## config.mk

```make
export PLATFORM = sky130hd
export DESIGN_NAME = ccff_loader_flat
export DESIGN_NICKNAME = d
export VERILOG_FILES = /design/src/rtl/ccff_loader_pkg.sv /design/src/rtl/ccff_loader_if.sv /design/src/rtl/ccff_loader_serializer.sv /design/src/rtl/ccff_loader.sv /design/src/flat_wrapper.sv
export SDC_FILE = /design/constraint.sdc
export NUM_CORES = 1
export LEC_CHECK = 0
export ABC_AREA = 1
export CAP_MARGIN = 0
export CORE_MARGIN = 2
export CORE_UTILIZATION = 45
export DETAILED_ROUTE_END_ITERATION = 6
export GPL_TIMING_DRIVEN = 0
export PLACE_DENSITY = 0.71
export SLEW_MARGIN = 5
export SYNTH_ARGS = -nofsm -noshare
export SYNTH_HDL_FRONTEND = slang
export SYNTH_SLANG_ARGS = --single-unit
```

## constraint.sdc

```tcl
create_clock -name prog_clk -period 2.2 [get_ports prog_clk]
set_input_delay 0.44 -clock prog_clk [delete_from_list [all_inputs] [get_ports prog_clk]]
set_output_delay 0.44 -clock prog_clk [all_outputs]
set_load 0.01 [all_outputs]
```

## src/rtl/ccff_loader_pkg.sv

```systemverilog
// ---------------------------------------------------------------------------
// ccff_loader_pkg
// Shared definitions for the configuration-chain loader:
//   - FSM state encodings (IDLE, SENT, DATA, DONE)
//   - default sentinel marker shifted ahead of the bitstream
//   - clog2 helper used to size the shift counter
// ---------------------------------------------------------------------------
package ccff_loader_pkg;

    typedef logic [1:0] ccffState_t;

    localparam ccffState_t ST_IDLE = 2'd0;
    localparam ccffState_t ST_SENT = 2'd1;
    localparam ccffState_t ST_DATA = 2'd2;
    localparam ccffState_t ST_DONE = 2'd3;

    localparam logic [7:0] DEFAULT_SENTINEL = 8'hA5;

    // Width needed to count up to (value - 1); callers pass CHAIN_LEN+9 so
    // the counter can hold every shift index plus the terminal value.
    function automatic int clog2(input int value);
        return $clog2(value);
    endfunction

endpackage

```

## src/rtl/ccff_loader_if.sv

```systemverilog
// ---------------------------------------------------------------------------
// ccff_loader_if
// Byte-stream handshake feeding the loader.
//   s_data  : bitstream byte, consumed LSB first
//   s_valid : s_data is valid
//   s_ready : loader accepts the byte on an edge where s_valid is also high
// master = stream source, slave = loader.
// ---------------------------------------------------------------------------
interface ccff_loader_if;

    logic [7:0] s_data;
    logic       s_valid;
    logic       s_ready;

    modport master (output s_data, output s_valid, input s_ready);
    modport slave  (input s_data, input s_valid, output s_ready);

endinterface

```

## src/rtl/ccff_loader_serializer.sv

```systemverilog
// ---------------------------------------------------------------------------
// ccff_serializer
// One-byte buffer that turns the byte stream into a bit stream for the FSM.
// Ports:
//   prog_clk, pReset_n : clock, async active-low reset
//   flush_i            : drop any buffered bits
//   accept_en_i        : FSM still wants more stream bits
//   s_bus              : byte-stream handshake (slave side)
//   bit_valid_o        : a buffered bit is available
//   bit_data_o         : the next bit (LSB of the buffer)
//   bit_take_i         : FSM consumes bit_data_o this cycle
//   bit_cnt_o          : number of bits still held in the buffer
// ---------------------------------------------------------------------------
module ccff_serializer (
    input  logic       prog_clk,
    input  logic       pReset_n,
    input  logic       flush_i,
    input  logic       accept_en_i,
    ccff_loader_if.slave s_bus,
    output logic       bit_valid_o,
    output logic       bit_data_o,
    input  logic       bit_take_i,
    output logic [3:0] bit_cnt_o
);

    logic [7:0] byteBuf_q, byteBuf_d;
    logic [3:0] bitCnt_q,  bitCnt_d;
    logic       byteLoad;

    // Accept a new byte when empty, or when the last buffered bit leaves this
    // cycle, so consecutive bytes stream with no bubble.
    assign s_bus.s_ready = accept_en_i &&
                           ((bitCnt_q == 4'd0) || ((bitCnt_q == 4'd1) && bit_take_i));
    assign byteLoad      = s_bus.s_valid && s_bus.s_ready;

    assign bit_valid_o = (bitCnt_q != 4'd0);
    assign bit_data_o  = byteBuf_q[0];
    assign bit_cnt_o   = bitCnt_q;

    // Flush wins over a load; a load overwrites the buffer even when the last
    // old bit is being taken in the same cycle.
    always_comb begin
        byteBuf_d = byteBuf_q;
        bitCnt_d  = bitCnt_q;
        if (flush_i) begin
            byteBuf_d = '0;
            bitCnt_d  = '0;
        end else if (byteLoad) begin
            byteBuf_d = s_bus.s_data;
            bitCnt_d  = 4'd8;
        end else if (bit_take_i && (bitCnt_q != 4'd0)) begin
            byteBuf_d = {1'b0, byteBuf_q[7:1]};
            bitCnt_d  = bitCnt_q - 4'd1;
        end
    end

    // Buffer registers.
    always_ff @(posedge prog_clk or negedge pReset_n) begin
        if (!pReset_n) begin
            byteBuf_q <= '0;
            bitCnt_q  <= '0;
        end else begin
            byteBuf_q <= byteBuf_d;
            bitCnt_q  <= bitCnt_d;
        end
    end

endmodule

```

## src/rtl/ccff_loader.sv

```systemverilog
// ---------------------------------------------------------------------------
// ccff_loader
// Loads a serial configuration chain: shifts an 8-bit sentinel, then
// CHAIN_LEN stream bits, and checks the sentinel returning on ccff_tail.
// Ports:
//   prog_clk, pReset_n : clock, async active-low reset
//   start, abort       : begin a load / cancel (abort has priority)
//   s_bus              : byte-stream handshake (slave side)
//   ccff_head          : serial data into the chain
//   ccff_tail          : serial data returned from the chain
//   chain_clk_en       : chain shifts on each edge where this is high
//   config_enable      : high while loading (SENT, DATA)
//   IO_ISOL_N          : releases I/O isolation after a passing load
//   busy, done, pass   : status
// ---------------------------------------------------------------------------
module ccff_loader
    import ccff_loader_pkg::*;
#(
    parameter int         CHAIN_LEN = 16,
    parameter logic [7:0] SENTINEL  = DEFAULT_SENTINEL
) (
    input  logic prog_clk,
    input  logic pReset_n,
    input  logic start,
    input  logic abort,
    ccff_loader_if.slave s_bus,
    output logic ccff_head,
    input  logic ccff_tail,
    output logic chain_clk_en,
    output logic config_enable,
    output logic IO_ISOL_N,
    output logic busy,
    output logic done,
    output logic pass
);

    localparam int            CW          = clog2(CHAIN_LEN + 9);
    localparam logic [CW-1:0] SENT_LEN_W  = CW'(8);
    localparam logic [CW-1:0] LAST_SENT_W = CW'(7);
    localparam logic [CW-1:0] CHAIN_LEN_W = CW'(CHAIN_LEN);
    localparam logic [CW-1:0] LAST_SHIFT_W = CW'(CHAIN_LEN + 7);

    ccffState_t    state_q, state_d;
    logic [CW-1:0] shiftCnt_q, shiftCnt_d;
    logic          errorFlag_q, errorFlag_d;
    logic          headHold_q, headHold_d;

    logic          shiftEn, headOut, serFlush, needData;
    logic          serBitValid, serBitData;
    logic [3:0]    serBitCnt;
    logic [CW-1:0] dataUsed;
    logic [2:0]    cmpIdx;
    logic          tailMismatch;

    ccff_serializer u_serializer (
        .prog_clk    (prog_clk),
        .pReset_n    (pReset_n),
        .flush_i     (serFlush),
        .accept_en_i (needData),
        .s_bus       (s_bus),
        .bit_valid_o (serBitValid),
        .bit_data_o  (serBitData),
        .bit_take_i  (shiftEn && (state_q == ST_DATA)),
        .bit_cnt_o   (serBitCnt)
    );

    // Stream bits still owed = CHAIN_LEN minus bits shifted minus bits already
    // buffered. The buffer is also allowed to prefetch during SENT so the first
    // data bit follows the last sentinel bit without a gap.
    assign dataUsed = (shiftCnt_q >= SENT_LEN_W) ? (shiftCnt_q - SENT_LEN_W) : '0;
    assign needData = busy && !abort && ((dataUsed + CW'(serBitCnt)) < CHAIN_LEN_W);

    // Shift enable and head value. A DATA stall keeps the previous head bit.
    always_comb begin
        shiftEn = 1'b0;
        headOut = 1'b0;
        case (state_q)
            ST_SENT: begin
                shiftEn = !abort;
                headOut = SENTINEL[shiftCnt_q[2:0]];
            end
            ST_DATA: begin
                shiftEn = serBitValid && !abort;
                headOut = shiftEn ? serBitData : headHold_q;
            end
            default: begin
            end
        endcase
    end

    // The sentinel re-emerges at the tail once CHAIN_LEN positions have shifted.
    assign cmpIdx       = 3'(shiftCnt_q - CHAIN_LEN_W);
    assign tailMismatch = shiftEn && (shiftCnt_q >= CHAIN_LEN_W) &&
                          (shiftCnt_q <= LAST_SHIFT_W) &&
                          (ccff_tail != SENTINEL[cmpIdx]);

    // Next-state logic: abort > start > shift progress.
    always_comb begin
        state_d     = state_q;
        shiftCnt_d  = shiftCnt_q;
        errorFlag_d = errorFlag_q;
        headHold_d  = shiftEn ? headOut : headHold_q;
        serFlush    = 1'b0;
        if (abort) begin
            state_d     = ST_IDLE;
            shiftCnt_d  = '0;
            errorFlag_d = 1'b0;
            serFlush    = 1'b1;
        end else if (start && ((state_q == ST_IDLE) || (state_q == ST_DONE))) begin
            state_d     = ST_SENT;
            shiftCnt_d  = '0;
            errorFlag_d = 1'b0;
            serFlush    = 1'b1;
        end else if (shiftEn) begin
            shiftCnt_d = shiftCnt_q + CW'(1);
            if (tailMismatch) begin
                errorFlag_d = 1'b1;
            end
            if ((state_q == ST_SENT) && (shiftCnt_q == LAST_SENT_W)) begin
                state_d = ST_DATA;
            end else if ((state_q == ST_DATA) && (shiftCnt_q == LAST_SHIFT_W)) begin
                state_d  = ST_DONE;
                serFlush = 1'b1;
            end
        end
    end

    // State and counter registers.
    always_ff @(posedge prog_clk or negedge pReset_n) begin
        if (!pReset_n) begin
            state_q     <= ST_IDLE;
            shiftCnt_q  <= '0;
            errorFlag_q <= 1'b0;
            headHold_q  <= 1'b0;
        end else begin
            state_q     <= state_d;
            shiftCnt_q  <= shiftCnt_d;
            errorFlag_q <= errorFlag_d;
            headHold_q  <= headHold_d;
        end
    end

    // Outputs decode straight from the registered state so reset forces them
    // low asynchronously.
    assign busy          = (state_q == ST_SENT) || (state_q == ST_DATA);
    assign config_enable = busy;
    assign done          = (state_q == ST_DONE);
    assign pass          = done && !errorFlag_q;
    assign IO_ISOL_N     = pass;
    assign chain_clk_en  = shiftEn;
    assign ccff_head     = headOut;

endmodule
```

## src/flat_wrapper.sv

```systemverilog
// flat-port wrapper written by rule: the top's interface ports become plain ports
module ccff_loader_flat import ccff_loader_pkg::*;
#(
    parameter int         CHAIN_LEN = 16,
    parameter logic [7:0] SENTINEL  = DEFAULT_SENTINEL
)
  (prog_clk, pReset_n, start, abort, ccff_head, ccff_tail, chain_clk_en, config_enable, IO_ISOL_N, busy, done, pass, s_bus_s_data, s_bus_s_valid, s_bus_s_ready);
  ccff_loader_if s_bus_i ();
  input  logic prog_clk;
  input  logic pReset_n;
  input  logic start;
  input  logic abort;
  output logic ccff_head;
  input  logic ccff_tail;
  output logic chain_clk_en;
  output logic config_enable;
  output logic IO_ISOL_N;
  output logic busy;
  output logic done;
  output logic pass;
  input wire logic [$bits(s_bus_i.s_data)-1:0] s_bus_s_data;
  input wire logic [$bits(s_bus_i.s_valid)-1:0] s_bus_s_valid;
  output wire logic [$bits(s_bus_i.s_ready)-1:0] s_bus_s_ready;
  assign s_bus_i.s_data = s_bus_s_data;
  assign s_bus_i.s_valid = s_bus_s_valid;
  assign s_bus_s_ready = s_bus_i.s_ready;
  ccff_loader #(.CHAIN_LEN(CHAIN_LEN), .SENTINEL(SENTINEL)) u_core (.prog_clk(prog_clk), .pReset_n(pReset_n), .start(start), .abort(abort), .s_bus(s_bus_i), .ccff_head(ccff_head), .ccff_tail(ccff_tail), .chain_clk_en(chain_clk_en), .config_enable(config_enable), .IO_ISOL_N(IO_ISOL_N), .busy(busy), .done(done), .pass(pass));
endmodule
```

==> impl_metrics.env <==
export IMPL_die_h_um=62.2
export IMPL_rsz0062_at_grt="yes"
export IMPL_startpoint="u_core.shiftCnt_q[0]"
export IMPL_drt_met1_wl_mm=1.66
export IMPL_ff2ff_setup_slack_ns=-0.25
export IMPL_ios=22
export IMPL_final_util_pct=65.8
export IMPL_crit_buf_inv=3
export IMPL_reg2reg_to="u_core.u_serializer.byteBuf_q[4]"
export IMPL_cpPeakStageDelay_ns=0.41
export IMPL_synthTopCellsByArea="dfrtp_1, nand2_1, ha_1"
export IMPL_synthTopCellsByCount="nand2_1, inv_1, dfrtp_1"
export IMPL_cts_tree="built"
export IMPL_core_area_um2=3280
export IMPL_intPower_uw=948
export IMPL_area_growth_synth_to_final_pct=41.6
export IMPL_met2WireLength_mm=1.71
export IMPL_gp_congestion=0.807
export IMPL_leakage_nw=1.10
export IMPL_ff2ff_path_depth=16
export IMPL_synth_edf_count=0
export IMPL_first_global_vias=1413
export IMPL_slowest_stage="dfrtp_1"
export IMPL_switching_share_pct=40.0
export IMPL_crit_path_start_kind="register"
export IMPL_min_period_ns=2.62
export IMPL_setup_viol=14
export IMPL_cts_clk_slew_worst_paths_ns=0.12
export IMPL_drv_cap=0
export IMPL_via_per_inst=4.81
export IMPL_crit_family="simple AND/OR/NAND/NOR gates"
export IMPL_vias=1439
export IMPL_async_flop_share_pct=100
export IMPL_reg2reg_from="u_core.shiftCnt_q[0]"
export IMPL_power_switching_uw=632
export IMPL_ir_worst_vdd_uv=1010
export IMPL_crit_top_cell="nand2_2"
export IMPL_seqPwrFrac_pct=29.1
export IMPL_endpoint_kind="output pin"
export IMPL_io_buffers=20
export IMPL_grt_pass1_wl_mm=6.31
export IMPL_yosys_warnings=0
export IMPL_start_util_pct=46.5
export IMPL_cts_root_buf="clkbuf_4"
export IMPL_yosys_most_used_dff="dfrtp_1"
export IMPL_drt_wl_total_mm=3.52
export IMPL_crit_chain="inv_2, ha_4, nand3_2, nand2_2, inv_2, nor2_1, ha_1, a21oi_2, nand2_2, nand2_2, nand2_2, nor2_4, buf_6"
export IMPL_highest_layer="met4"
export IMPL_wl_met3_um=110
export IMPL_drc=0
export IMPL_ctsLongestPathBuffers=2
export IMPL_grt_max_degree=22
export IMPL_track_usage_pct=20.3
export IMPL_synth_cells=205
export IMPL_tns_ns=-2.85
export IMPL_hold_path_class="register to register"
export IMPL_yosys_area_top_type_share_pct=34.4
export IMPL_syn_area_um2=1530
export IMPL_p_clk_share_pct=11.9
export IMPL_power_per_cell_area_nw_per_um2=731
export IMPL_dieArea_um2=3870
export IMPL_seq_area_frac_synth_pct=34.4
export IMPL_fin_skew_ns=0.00245
export IMPL_drive_above_1_share_pct=31.2
export IMPL_cts_max_level=1
export IMPL_core_rowCount=21
export IMPL_worst_path_max_fanout=4
export IMPL_drt_iter0_markers=54
export IMPL_nets=282
export IMPL_worstPathArrival_ns=2.18
export IMPL_cts_buffers=3
export IMPL_fmax_mhz=381
export IMPL_ys_types=29
export IMPL_max_slew_margin_pct=36.5
export IMPL_min_period_over_period_pct=119
export IMPL_synth_top_cell_by_area="dfrtp_1"
export IMPL_power_frac_comb_pct=59.0
export IMPL_timing_final_ws_setup_ns=-0.423
export IMPL_worst_path_stages=13
export IMPL_diodes=0
export IMPL_syn_num_nets=233
export IMPL_place_hpwl_mm=2.34
export IMPL_cts_sinks=21
export IMPL_finalHoldViolCount=0
export IMPL_ys_ff_latch=21
export IMPL_tightest_slew_ns=0.949
export IMPL_grt_overflow_total=0
export IMPL_crit_type="register to output pin"
export IMPL_yosysMostFrequentCell="nand2_1"
export IMPL_crit_path_end="s_bus_s_ready"
export IMPL_die_x_um=62.2
export IMPL_outcome="finished, violations left"
export IMPL_violations="setup timing"
export IMPL_firstDrtPassIters=4
export IMPL_drv_slew=0
export IMPL_wl_per_cell_um=11.8
export IMPL_clock_latency_ns=0.30
export IMPL_avgSynthCellArea_um2=7.45
export IMPL_antenna_found_initial=0
export IMPL_critical_path_required_ns=1.76
export IMPL_drtAntennaViolNets=0
-- area by class of cell --
type / instances / area (um^2)
Multi-Input combinational cell: 157 / 1030
Inverter: 25 / 93.8
Clock buffer: 4 / 26.3
Timing Repair Buffer: 43 / 405
Tap cell: 46 / 57.6
Fill cell: 283 / 1120
Sequential cell: 21 / 528
Buffer: 3 / 18.8
-- power groups by stage --
stage	logic (mW)	clock network [mW]	registers (mW)
after floorplan	0.474	0	0.460
after global placement	0.732	0	0.467
after detailed placement	0.735	0	0.469
after CTS	0.902	0.193	0.458
after global routing	1.03	0.219	0.467
final	0.932	0.188	0.460
-- metrics by stage --
step	setup WS, ns	std cells	total power [mW]	hold WS, ns	instance area, um^2
after floorplan	-0.0607	205	0.934	0.144	1570
after global placement	-0.794	271	1.20	0.459	1830
after detailed placement	-0.809	271	1.20	0.464	1830
after CTS	-0.448	293	1.55	0.493	2070
after global routing	-0.610	299	1.72	0.523	2160
final	-0.423	299	1.58	0.491	2160
-- kinds of logic (layout without fill, tap and decap cells) --
family | Yosys count | after routing | synth area share, %
XOR/XNOR | 2 | 2 | 1.15
AO/OA/AOI/OAI | 24 | 24 | 9.51
buffers and inverters | 28 | 75 | 7.38
AND/OR/NAND/NOR | 116 | 117 | 36.1
flip-flops | 21 | 21 | 34.4
adder cells (fa/ha/maj) | 14 | 14 | 11.5
-- how the worst min path moves through the flow --
| stage | start | endpoint | slack [ns] | depth (start not counted) |
|---|---|---|---|---|
| 2_1_floorplan | pReset_n | u_core.errorFlag_q | 0.14 | 0 |
| 3_3_place_gp | u_core.u_serializer.byteBuf_q[7] | u_core.u_serializer.byteBuf_q[7] | 0.46 | 2 |
| 3_5_place_dp | u_core.u_serializer.byteBuf_q[7] | u_core.u_serializer.byteBuf_q[7] | 0.46 | 2 |
| 4_1_cts | u_core.u_serializer.byteBuf_q[7] | u_core.u_serializer.byteBuf_q[7] | 0.49 | 2 |
| 5_1_grt | u_core.u_serializer.byteBuf_q[1] | u_core.u_serializer.byteBuf_q[1] | 0.52 | 2 |
| 6_report | u_core.u_serializer.byteBuf_q[7] | u_core.u_serializer.byteBuf_q[7] | 0.49 | 2 |
-- sequential cells by signal, indices dropped and copies added (netlist names) --
signal and count:
u_core.u_serializer.byteBuf_q 8, u_core.shiftCnt_q 5, u_core.u_serializer.bit_cnt_o 4, u_core.state_q 2
u_core.errorFlag_q 1, u_core.headHold_q 1
-- layout by cell type, fill, tap and decap left out, types with 3 or more instances in the layout --
| cell | instances |
|---|---|
| clkdlybuf4s50_1 | 13 |
| o21ai_0 | 8 |
| a21oi_1 | 7 |
| buf_6 | 4 |
| ha_4 | 4 |
| nand2_1 | 63 |
| nand3_1 | 11 |
| dlymetal6s2s_1 | 4 |
| or2_2 | 3 |
| inv_1 | 16 |
| nor2_1 | 7 |
| nor3_1 | 4 |
| inv_2 | 9 |
| nor2_4 | 5 |
| ha_1 | 10 |
| nor2_2 | 3 |
| dfrtp_1 | 19 |
| nand2_2 | 10 |
| clkbuf_4 | 3 |
| buf_4 | 21 |
-- per-layer routing --
| layer | vias up | global-route usage (%) |
|---|---|---|
| met3 | 4 | 2.17 |
| li1 | 761 | - |
| met1 | 651 | 27.4 |
| met2 | 23 | 34.4 |
| met4 | 0 | 6.11 |
| met5 | - | 0 |
-- what timing repair did --
item / in CTS / in global routing
setup endpoints to repair: 17 / 19
setup buffers: 17 / 6
hold buffers: 0 / 0
cloned: 1 / 0
pin swaps: 21 / 12
gates resized for setup: 22 / 18
-- tightest hold or removal path, stage by stage, from the launching register on --
cell and delay [ns]:
dfrtp_1 0.37, nand2_1 0.05, nand2_1 0.04
Power figures use the tool's default switching activity.
